### src/rtl/imem_loader_pkg.sv
// Shared types and constants for the instruction memory loader.
// State encoding, default halt marker and word geometry.
package imem_loader_pkg;

  typedef enum logic [1:0] {
    IDLE  = 2'd0,
    LOAD  = 2'd1,
    WRITE = 2'd2,
    DONE  = 2'd3
  } state_t;

  localparam logic [31:0] DEF_HALT_WORD  = 32'hFFFF_FFFF;
  localparam int          DEF_WORD_WIDTH = 32;
  localparam int          BYTES_PER_WORD = DEF_WORD_WIDTH / 8;

  function automatic int bytes_per_word(input int width);
    return width / 8;
  endfunction

endpackage

### src/rtl/imem_loader_ctrl_packer.sv
// Byte-to-word assembler: MSB-first shift register plus byte counter.
// o_word_valid pulses combinationally on the strobe that completes a word.
module byte_word_packer
  import imem_loader_pkg::*;
#(
  parameter int WORD_WIDTH = 32
) (
  input  logic                  i_clk,
  input  logic                  i_rst_n,
  input  logic                  i_clear,
  input  logic [7:0]            i_byte,
  input  logic                  i_valid,
  output logic [WORD_WIDTH-1:0] o_word,
  output logic                  o_word_valid
);

  localparam int BPW  = bytes_per_word(WORD_WIDTH);
  localparam int CNTW = (BPW > 1) ? $clog2(BPW) : 1;

  logic [WORD_WIDTH-1:0] shreg;
  logic [CNTW-1:0]       cnt;
  logic                  last;

  assign last         = (cnt == CNTW'(BPW - 1));
  assign o_word       = WORD_WIDTH'({shreg, i_byte});
  assign o_word_valid = i_valid && last;

  always_ff @(posedge i_clk or negedge i_rst_n) begin
    if (!i_rst_n) begin
      shreg <= '0;
      cnt   <= '0;
    end else if (i_clear) begin
      shreg <= '0;
      cnt   <= '0;
    end else if (i_valid) begin
      shreg <= o_word;
      cnt   <= last ? '0 : cnt + CNTW'(1);
    end
  end

endmodule

### src/rtl/imem_loader_ctrl.sv
// Instruction memory loader: fills the ROM from the UART byte stream,
// then hands the memory address port to the CPU fetch path.
module imem_loader_ctrl
  import imem_loader_pkg::*;
#(
  parameter int MEM_SIZE    = 1024,
  parameter int WORD_WIDTH  = 32,
  parameter int ADDR_LENGTH = 32,
  parameter logic [WORD_WIDTH-1:0] HALT_WORD =
    WORD_WIDTH'(DEF_HALT_WORD),
  localparam int CW = $clog2(MEM_SIZE) + 1
) (
  input  logic                   i_clk,
  input  logic                   i_rst_n,
  input  logic                   i_load_start,
  input  logic [7:0]             i_rx_data,
  input  logic                   i_rx_valid,
  input  logic [ADDR_LENGTH-1:0] i_fetch_addr,
  output logic [ADDR_LENGTH-1:0] o_mem_addr,
  output logic [WORD_WIDTH-1:0]  o_mem_wdata,
  output logic                   o_mem_we,
  output logic                   o_cpu_stall,
  output logic                   o_load_done,
  output logic                   o_overflow,
  output logic [CW-1:0]          o_word_count
);

  state_t                state, state_d;
  logic [CW-1:0]         ptr, ptr_d, cnt_d;
  logic                  ovf_d;
  logic                  we_d;
  logic [WORD_WIDTH-1:0] wdata_d;
  logic [WORD_WIDTH-1:0] word;
  logic                  word_valid;
  logic                  pk_valid;
  logic                  pk_clear;

  // Bytes arriving during the single WRITE cycle belong to the next word.
  assign pk_valid = i_rx_valid
                 && (state == LOAD || state == WRITE);

  byte_word_packer #(
    .WORD_WIDTH(WORD_WIDTH)
  ) u_packer (
    .i_clk       (i_clk),
    .i_rst_n     (i_rst_n),
    .i_clear     (pk_clear),
    .i_byte      (i_rx_data),
    .i_valid     (pk_valid),
    .o_word      (word),
    .o_word_valid(word_valid)
  );

  always_comb begin
    state_d  = state;
    ptr_d    = ptr;
    cnt_d    = o_word_count;
    ovf_d    = o_overflow;
    pk_clear = 1'b0;
    unique case (state)
      IDLE, DONE: begin
        if (i_load_start) begin
          state_d  = LOAD;
          ptr_d    = '0;
          cnt_d    = '0;
          ovf_d    = 1'b0;
          pk_clear = 1'b1;
        end
      end
      LOAD: begin
        if (word_valid) state_d = WRITE;
      end
      WRITE: begin
        cnt_d = o_word_count + CW'(1);
        if (o_mem_wdata == HALT_WORD) begin
          state_d = DONE;
        end else if (ptr == CW'(MEM_SIZE - 1)) begin
          state_d = DONE;
          ovf_d   = 1'b1;
        end else begin
          ptr_d   = ptr + CW'(1);
          state_d = word_valid ? WRITE : LOAD;
        end
      end
      default: state_d = IDLE;
    endcase
    we_d    = (state_d == WRITE);
    wdata_d = we_d ? word : o_mem_wdata;
  end

  always_ff @(posedge i_clk or negedge i_rst_n) begin
    if (!i_rst_n) begin
      state        <= IDLE;
      ptr          <= '0;
      o_word_count <= '0;
      o_overflow   <= 1'b0;
      o_mem_we     <= 1'b0;
      o_mem_wdata  <= '0;
    end else begin
      state        <= state_d;
      ptr          <= ptr_d;
      o_word_count <= cnt_d;
      o_overflow   <= ovf_d;
      o_mem_we     <= we_d;
      o_mem_wdata  <= wdata_d;
    end
  end

  assign o_load_done = (state == DONE);
  assign o_cpu_stall = (state != DONE);

  always_comb begin
    o_mem_addr = ADDR_LENGTH'(ptr);
    if (state == DONE) o_mem_addr = i_fetch_addr;
  end

endmodule

### config.mk
export PLATFORM = sky130hd
export DESIGN_NAME = imem_loader_ctrl
export DESIGN_NICKNAME = d
export VERILOG_FILES = /design/src/rtl/imem_loader_pkg.sv /design/src/rtl/imem_loader_ctrl_packer.sv /design/src/rtl/imem_loader_ctrl.sv
export SDC_FILE = /design/constraint.sdc
export NUM_CORES = 1
export LEC_CHECK = 0
export CAP_MARGIN = 20
export CELL_PAD_IN_SITES_DETAIL_PLACEMENT = 1
export CELL_PAD_IN_SITES_GLOBAL_PLACEMENT = 1
export CORE_MARGIN = 5
export CORE_UTILIZATION = 40
export DETAILED_ROUTE_END_ITERATION = 16
export GPL_TIMING_DRIVEN = 0
export PLACE_DENSITY_LB_ADDON = 0.1
export SKIP_CTS_REPAIR_TIMING = 1
export SYNTH_ARGS = -nofsm -noshare
export SYNTH_HDL_FRONTEND = slang
export SYNTH_HIERARCHICAL = 1
export SYNTH_SLANG_ARGS = --single-unit
### constraint.sdc
create_clock -name i_clk -period 5.4 [get_ports i_clk]
set_input_delay 0.81 -clock i_clk [delete_from_list [all_inputs] [get_ports i_clk]]
set_output_delay 0.81 -clock i_clk [all_outputs]
set_load 0.02 [all_outputs]
==> flow_summary.yaml, run 1 <==
run_status:
  outcome: "finished, final reports clean"
setup_path:
  cp_top_family: "buffers and inverters"
  slowest_delay_ns: 0.54
  startpoint_type: "flop"
  crit_fanout: 10
  cp.arrival_ns: 2.61
  critPathBufInv: 3
  end_kind: "output pin"
  cpMostUsedCell: "clkbuf_1"
  path_class: "flop to output pin"
  crit_chain: "ha_1 > clkbuf_1 > clkbuf_1 > mux2_2 > clkdlybuf4s50_1"
  slowest_stage: "clkdlybuf4s50_1"
  crit_required_ns: 4.59
final_layout:
  layout.nets: 561
  drive_gt1_share_pct: 17.05
  filler_cell_count: 1186
  final_core_util_pct: 55.54
  antenna_cells: 0
  area.growth.synth_to_final_pct: 37.19
global_route:
  grt_remaining_overflow: 0
  track_usage_pct: 19.13
  antenna_found_initial: 0
  grt_pass1_vias: 3693
  grt_start_max_net_pins: 70
  grt_pass1_wl_mm: 19.65
power_and_ir_drop:
  ir_drop_mv: 0.2711
  p_leak_nw: 2.684
  p_per_area_nw_per_um2: 479.9
detailed_routing:
  viasPerCell: 5.133
  detail_route.wirelength_mm: 12.14
  drt-pass1-iter-count: 4
  ant_nets: 0
  drcViolationCount: 0
  vias: 3367
  routedWlPerCell_um: 18.51
  drt-initial-drc-count: 106
synth:
  ys.flop_type: "dfrtp_1"
  netlist-cell-type-count: 46
  synth_top_family_by_area: "multiplexers"
  yosysSeqAreaShare_pct: 48.32
  yosysWarningCount: 6
  synth_compound_area_share_pct: 4.832
  syn-mean-instance-area_um2: 11.54
  synthAdderAreaFrac_pct: 1.726
  synth_seq_cells: 84
  synth-edff-count: 0
  synthArstFlopShare_pct: 100.0
  synthXorXnorAreaFrac_pct: 1.208
  muxShareOfSynthArea_pct: 19.87
  synth_area_um2: 4350
  syn_nets: 427
  syn-instance-count: 377
  synthSimpleGateAreaFrac_pct: 17.86
floorplan:
  dieWidth_um: 114.3
  die_area_um2: 13060
  core-area_um2: 10750
  die_y_um: 114.3
  start_util_pct: 40.49
  io_pins: 123
  rows: 38
clock_tree:
  path_clk_slew_ns: 0.09
  cts_root_buf: "clkbuf_8"
  cts.sinks: 84
  clock_latency_ns: 0.36
  clockBufferDepth: 2
  cts_tree: "built"
  numCtsBuffers: 9
  h-tree-depth: 3
timing:
  hold_viol_final: 0
  rsz0062_at_grt: "false"
  drv_slew: 0
  tightest_slew_ns: 0.6877
  max_freq_mhz: 292.2
  setup-violations-final: 0
  setup_tns_ns: 0
  fin_skew_ns: 0.01782
  period_share_pct: 63.37
  relSlewSlack_pct: 52.84
  fin_crit_ns: 3.422
placement:
  io_buffers: 122
  hpwl_mm: 9.166
  place_congestion: 0.8390
hold_path:
  hp-class: "primary input to async pin"
flow_run:
  maxCapViolations: 0
## layout make-up
class	instances	area, um^2	share of cell area [%]
Clock buffer	10	127.6	2.138
Sequential cell	84	2102	35.22
Buffer	28	239.0	4.004
Inverter	8	30.03	0.5031
Clock inverter	6	68.82	1.153
Timing Repair Buffer	123	1246	20.88
Multi-Input combinational cell	257	1979	33.17
Tap cell	140	175.2	2.935
## stage by stage
step	setup WS [ns]	cell area, um^2	hold slack [ns]	power (mW)	std cells
after floorplan	2.541	4350	0.4799	1.842	377
after global placement	0.3843	5747	0.4917	2.373	639
after detailed placement	2.054	5772	0.4961	2.422	640
after CTS	1.893	5968	0.2996	2.907	656
after global routing	1.768	5968	0.3064	3.043	656
final	1.978	5968	0.3158	2.864	656
## flip-flops by register name, indices dropped and copies added (netlist names)
register        flops
o_mem_we            1
o_overflow          1
o_word_count       11
o_mem_wdata        32
u_packer/cnt        2
state               2
u_packer/shreg     24
ptr                11
## report_power, final
| part | leakage, nW | switching [mW] | internal [mW] |
|---|---|---|---|
| registers | 1.12 | 0.162 | 0.806 |
| clock network | 0.0977 | 0.249 | 0.219 |
| logic | 1.46 | 0.705 | 0.725 |
## routing by layer
metal  global-route usage, %  up-vias  share of wire (%)
li1                        -     1586                  -
met1                   23.28     1706                 42
met2                   34.39       66                 53
met3                   3.647        9                3.4
met4                   5.463        0                1.3
met5                       0        -                  0
## cells in the mapped netlist (3+ instances only)
library cell / n / area, um^2
ha_1: 6 / 75.07
nand4_1: 14 / 87.58
mux2_4: 29 / 435.4
buf_12: 5 / 100.1
mux2_2: 15 / 168.9
o31ai_1: 4 / 30.03
or4_1: 4 / 30.03
buf_4: 9 / 67.56
a21oi_1: 13 / 65.06
nor4_1: 3 / 18.77
o21ai_0: 11 / 55.05
nor2_1: 38 / 142.6
nand3_1: 10 / 50.05
or3_1: 10 / 62.56
and2_1: 24 / 150.1
mux2i_1: 26 / 260.3
xnor2_1: 4 / 35.03
dfrtp_1: 84 / 2102
inv_1: 8 / 30.03
buf_2: 3 / 15.01
nand2_1: 16 / 60.06
clkbuf_1: 9 / 33.78
## kinds of logic after synthesis
group	count (synthesis)
xor+xnor	6
buf+inv	36
mux	70
simple gates	139
compound gates	36
fa+ha+maj	6
flops	84
## worst reg2reg max path: cells and delay by family (launching register included)
kind	cells	cell delay, ns
flops	1	0.45
fa+ha+maj	1	0.32
mux	1	0.31
compound gates	2	0.26
buf+inv	6	0.98
simple gates	3	0.79
## placed cells by master (no fill, tap or decap), types with 2 or more instances in the layout
cell and instances:
clkdlybuf4s50_1 121, dfrtp_1 84, nor2_1 38, mux2_4 29, mux2i_1 26, and2_1 24
nand2_1 16, mux2_2 15, nand4_1 14, a21oi_1 13, o21ai_0 11, clkbuf_1 10
buf_4 10, or3_1 10, nand3_1 10, clkbuf_8 9, inv_1 8, ha_1 6
buf_12 5, or4_1 4, xnor2_1 4, o31ai_1 4, buf_2 3, nor4_1 3
inv_6 3, and3_1 2, and4_1 2, nor3_1 2, a31oi_1 2, nand2b_1 2
buf_6 2, xor2_1 2, or3_2 2
## worst paths after layout
| kind | start | end | slack [ns] | depth (start not counted) |
|---|---|---|---|---|
| max in group asynchronous | i_rst_n | o_mem_wdata[6] | 4.46 | 2 |
| hold reg to reg | u_packer/shreg[18] | o_mem_wdata[26] | 0.52 | 1 |
| min in group i_clk | u_packer/shreg[18] | o_mem_wdata[26] | 0.52 | 1 |
| setup / recovery | state[0] | o_mem_addr[9] | 1.98 | 5 |
| hold / removal | i_rst_n | ptr[8] | 0.32 | 1 |
| setup reg to reg | state[0] | o_mem_wdata[11] | 2.19 | 13 |
Power figures use the tool's default switching activity.
==> run 2: changes to the inputs <==
Settings changed: CORE_UTILIZATION 40 to 37.
Clock period 5.4 ns to 3.5 ns, I/O delays scaled along.
==> run 2 against run 1 <==
Sequential share of layout area shrank 0.80 points. Cell count grew 0.46%. Design area grew 2.3%. Clock-buffer cell count is the same. Power grew 66%. Register-to-register slack lost 1.9 ns. Combinational power grew 54%. Setup slack lost 1.7 ns. Critical path type is now flop to flop. Largest power group unchanged. Highest routed layer unchanged.
==> flow_summary.yaml, run 2 (same netlist as run 1, synthesis figures left out) <==
power_and_ir_drop:
  p_per_area_nw_per_um2: 777.7
  p_sw_share_pct: 36.57
  ir_drop_mv: 0.5284
  power_frac_seq_pct: 31.6
  intPower_mw: 3.013
  power_frac_comb_pct: 46.3
  power_switching_mw: 1.737
  p_leak_nw: 2.742
  clkPwrFrac_pct: 22.1
detailed_routing:
  vias: 3417
  ant_nets: 0
  viasPerCell: 5.185
  drcViolationCount: 0
  routedWlPerCell_um: 18.66
  detail_route.wirelength_mm: 12.30
  drt-initial-drc-count: 121
  drt-pass1-iter-count: 4
setup_path:
  crit_chain: "inv_1 > ha_1 > clkbuf_1 > nor2b_1 > buf_6 > buf_12 > and2_1 > a31oi_1 > or4_1 > o21a_1 > buf_6 > buf_12 > mux2_4"
  r2r_end: "o_mem_wdata[6]"
  reg2reg_slack_ns: 0.32
  path_class: "flop to flop"
  reg2reg_from: "state[0]"
  reg2reg_depth: 13
  end_kind: "flop"
  crit_fanout: 10
  crit_required_ns: 3.72
  crit_path_start: "state[0]"
  slowest_stage: "dfrtp_1"
  cp-endpoint: "o_mem_wdata[6]"
  startpoint_type: "flop"
  slowest_delay_ns: 0.44
  cp.arrival_ns: 3.41
floorplan:
  die_y_um: 118.4
  start_util_pct: 37.94
  rows: 39
  core-area_um2: 11470
  io_pins: 123
  dieWidth_um: 118.4
  die_area_um2: 14030
final_layout:
  largest_reg_flops: 32
  final_cell_mix: "clkdlybuf4s50_1 (121), dfrtp_1 (84), nor2_1 (38)"
  layout.nets: 561
  drive_gt1_share_pct: 17.25
  regMostFlops: "o_mem_wdata"
  reg.largest.list: "o_mem_wdata: 32 flops, u_packer/shreg: 24 flops"
  final_common_cell: "clkdlybuf4s50_1"
  fin_cells: 659
  antenna_cells: 0
  area.growth.synth_to_final_pct: 40.38
clock_tree:
  cts.sinks: 84
  cts_tree: "built"
  h-tree-depth: 3
  numCtsBuffers: 9
  clockBufferDepth: 2
  path_clk_slew_ns: 0.07
  cts_root_buf: "clkbuf_16"
  clock_latency_ns: 0.34
global_route:
  grt_pass1_wl_mm: 20.56
  grt_pass1_vias: 3804
  track_usage_pct: 18.01
  antenna_found_initial: 0
  grt_remaining_overflow: 0
  grt_start_max_net_pins: 50
flow_run:
  maxCapViolations: 0
timing:
  rsz0062_at_grt: "false"
  drv_slew: 0
  setup-violations-final: 0
  hold_ws_ns: 0.1504
  fin_crit_ns: 3.183
  tightest_slew_ns: 0.6933
  max_freq_mhz: 314.1
  relSlewSlack_pct: 52.46
  hold_viol_final: 0
  period_share_pct: 90.95
  fin_ws_ns: 0.3167
  fin_skew_ns: 0.01136
placement:
  hpwl_mm: 9.146
  place_congestion: 0.8199
  dp.cells: 643
  dp_slack_ns: 0.3326
  io_buffers: 122
run_status:
  outcome: "finished, final reports clean"
hold_path:
  hp-class: "primary input to async pin"
==> run 2: layout make-up <==
type	count	area [um^2]
plain buffers	28	239.0
clock buffers	10	239.0
clock inverters	6	92.59
fillers	1225	5360
inverters	8	30.03
multi-input cells	257	1979
flip-flops and latches	84	2102
well taps	143	178.9
repair buffers	123	1246
==> run 2: per-layer routing <==
metal  vias up  wire length (um)  GRT usage [%]
li1       1601                 -              -
met1      1727              5242          22.13
met2        74              6384          31.82
met3        15               479          4.011
met4         0               189          5.032
met5         -                 0              0
==> run 2: how the worst min path moves through the flow <==
stage / start / slack [ns] / to
6_report: i_rst_n / 0.15 / o_overflow
5_1_grt: i_rst_n / 0.18 / o_overflow
2_1_floorplan: i_rst_n / 0.23 / o_mem_wdata[0]
3_5_place_dp: u_packer/shreg[19] / 0.49 / o_mem_wdata[27]
3_3_place_gp: u_packer/shreg[23] / 0.49 / o_mem_wdata[31]
4_1_cts: i_rst_n / 0.16 / o_overflow
==> run 2: critical path: cells and delay by family (launching register included) <==
family	cells	cell delay (ns)
and+or+nand+nor	3	0.77
muxes	1	0.30
DFF	1	0.44
AOI/OAI and AO/OA	2	0.25
adders and majority gates	1	0.32
buffers and inverters	6	0.97
==> run 2: stage by stage <==
| step | TNS, ns | total power [mW] | instance area (um^2) | utilization (%) |
|---|---|---|---|---|
| after floorplan | 0 | 2.842 | 4350 | - |
| after global placement | -105.90 | 3.667 | 5751 | 50.15 |
| after global routing | 0 | 5.025 | 6107 | 53.26 |
| after CTS | 0 | 4.815 | 6107 | 53.26 |
| final | 0 | 4.750 | 6107 | 53.26 |
| after detailed placement | 0 | 3.726 | 5776 | 50.37 |
==> run 2: power groups by stage <==
stage / clock [mW] / sequential [mW] / combinational, mW
final: 1.05 / 1.50 / 2.20
after floorplan: 0 / 1.61 / 1.23
after global placement: 0 / 1.50 / 2.17
after detailed placement: 0 / 1.51 / 2.22
after global routing: 1.12 / 1.54 / 2.37
after CTS: 1.08 / 1.50 / 2.24
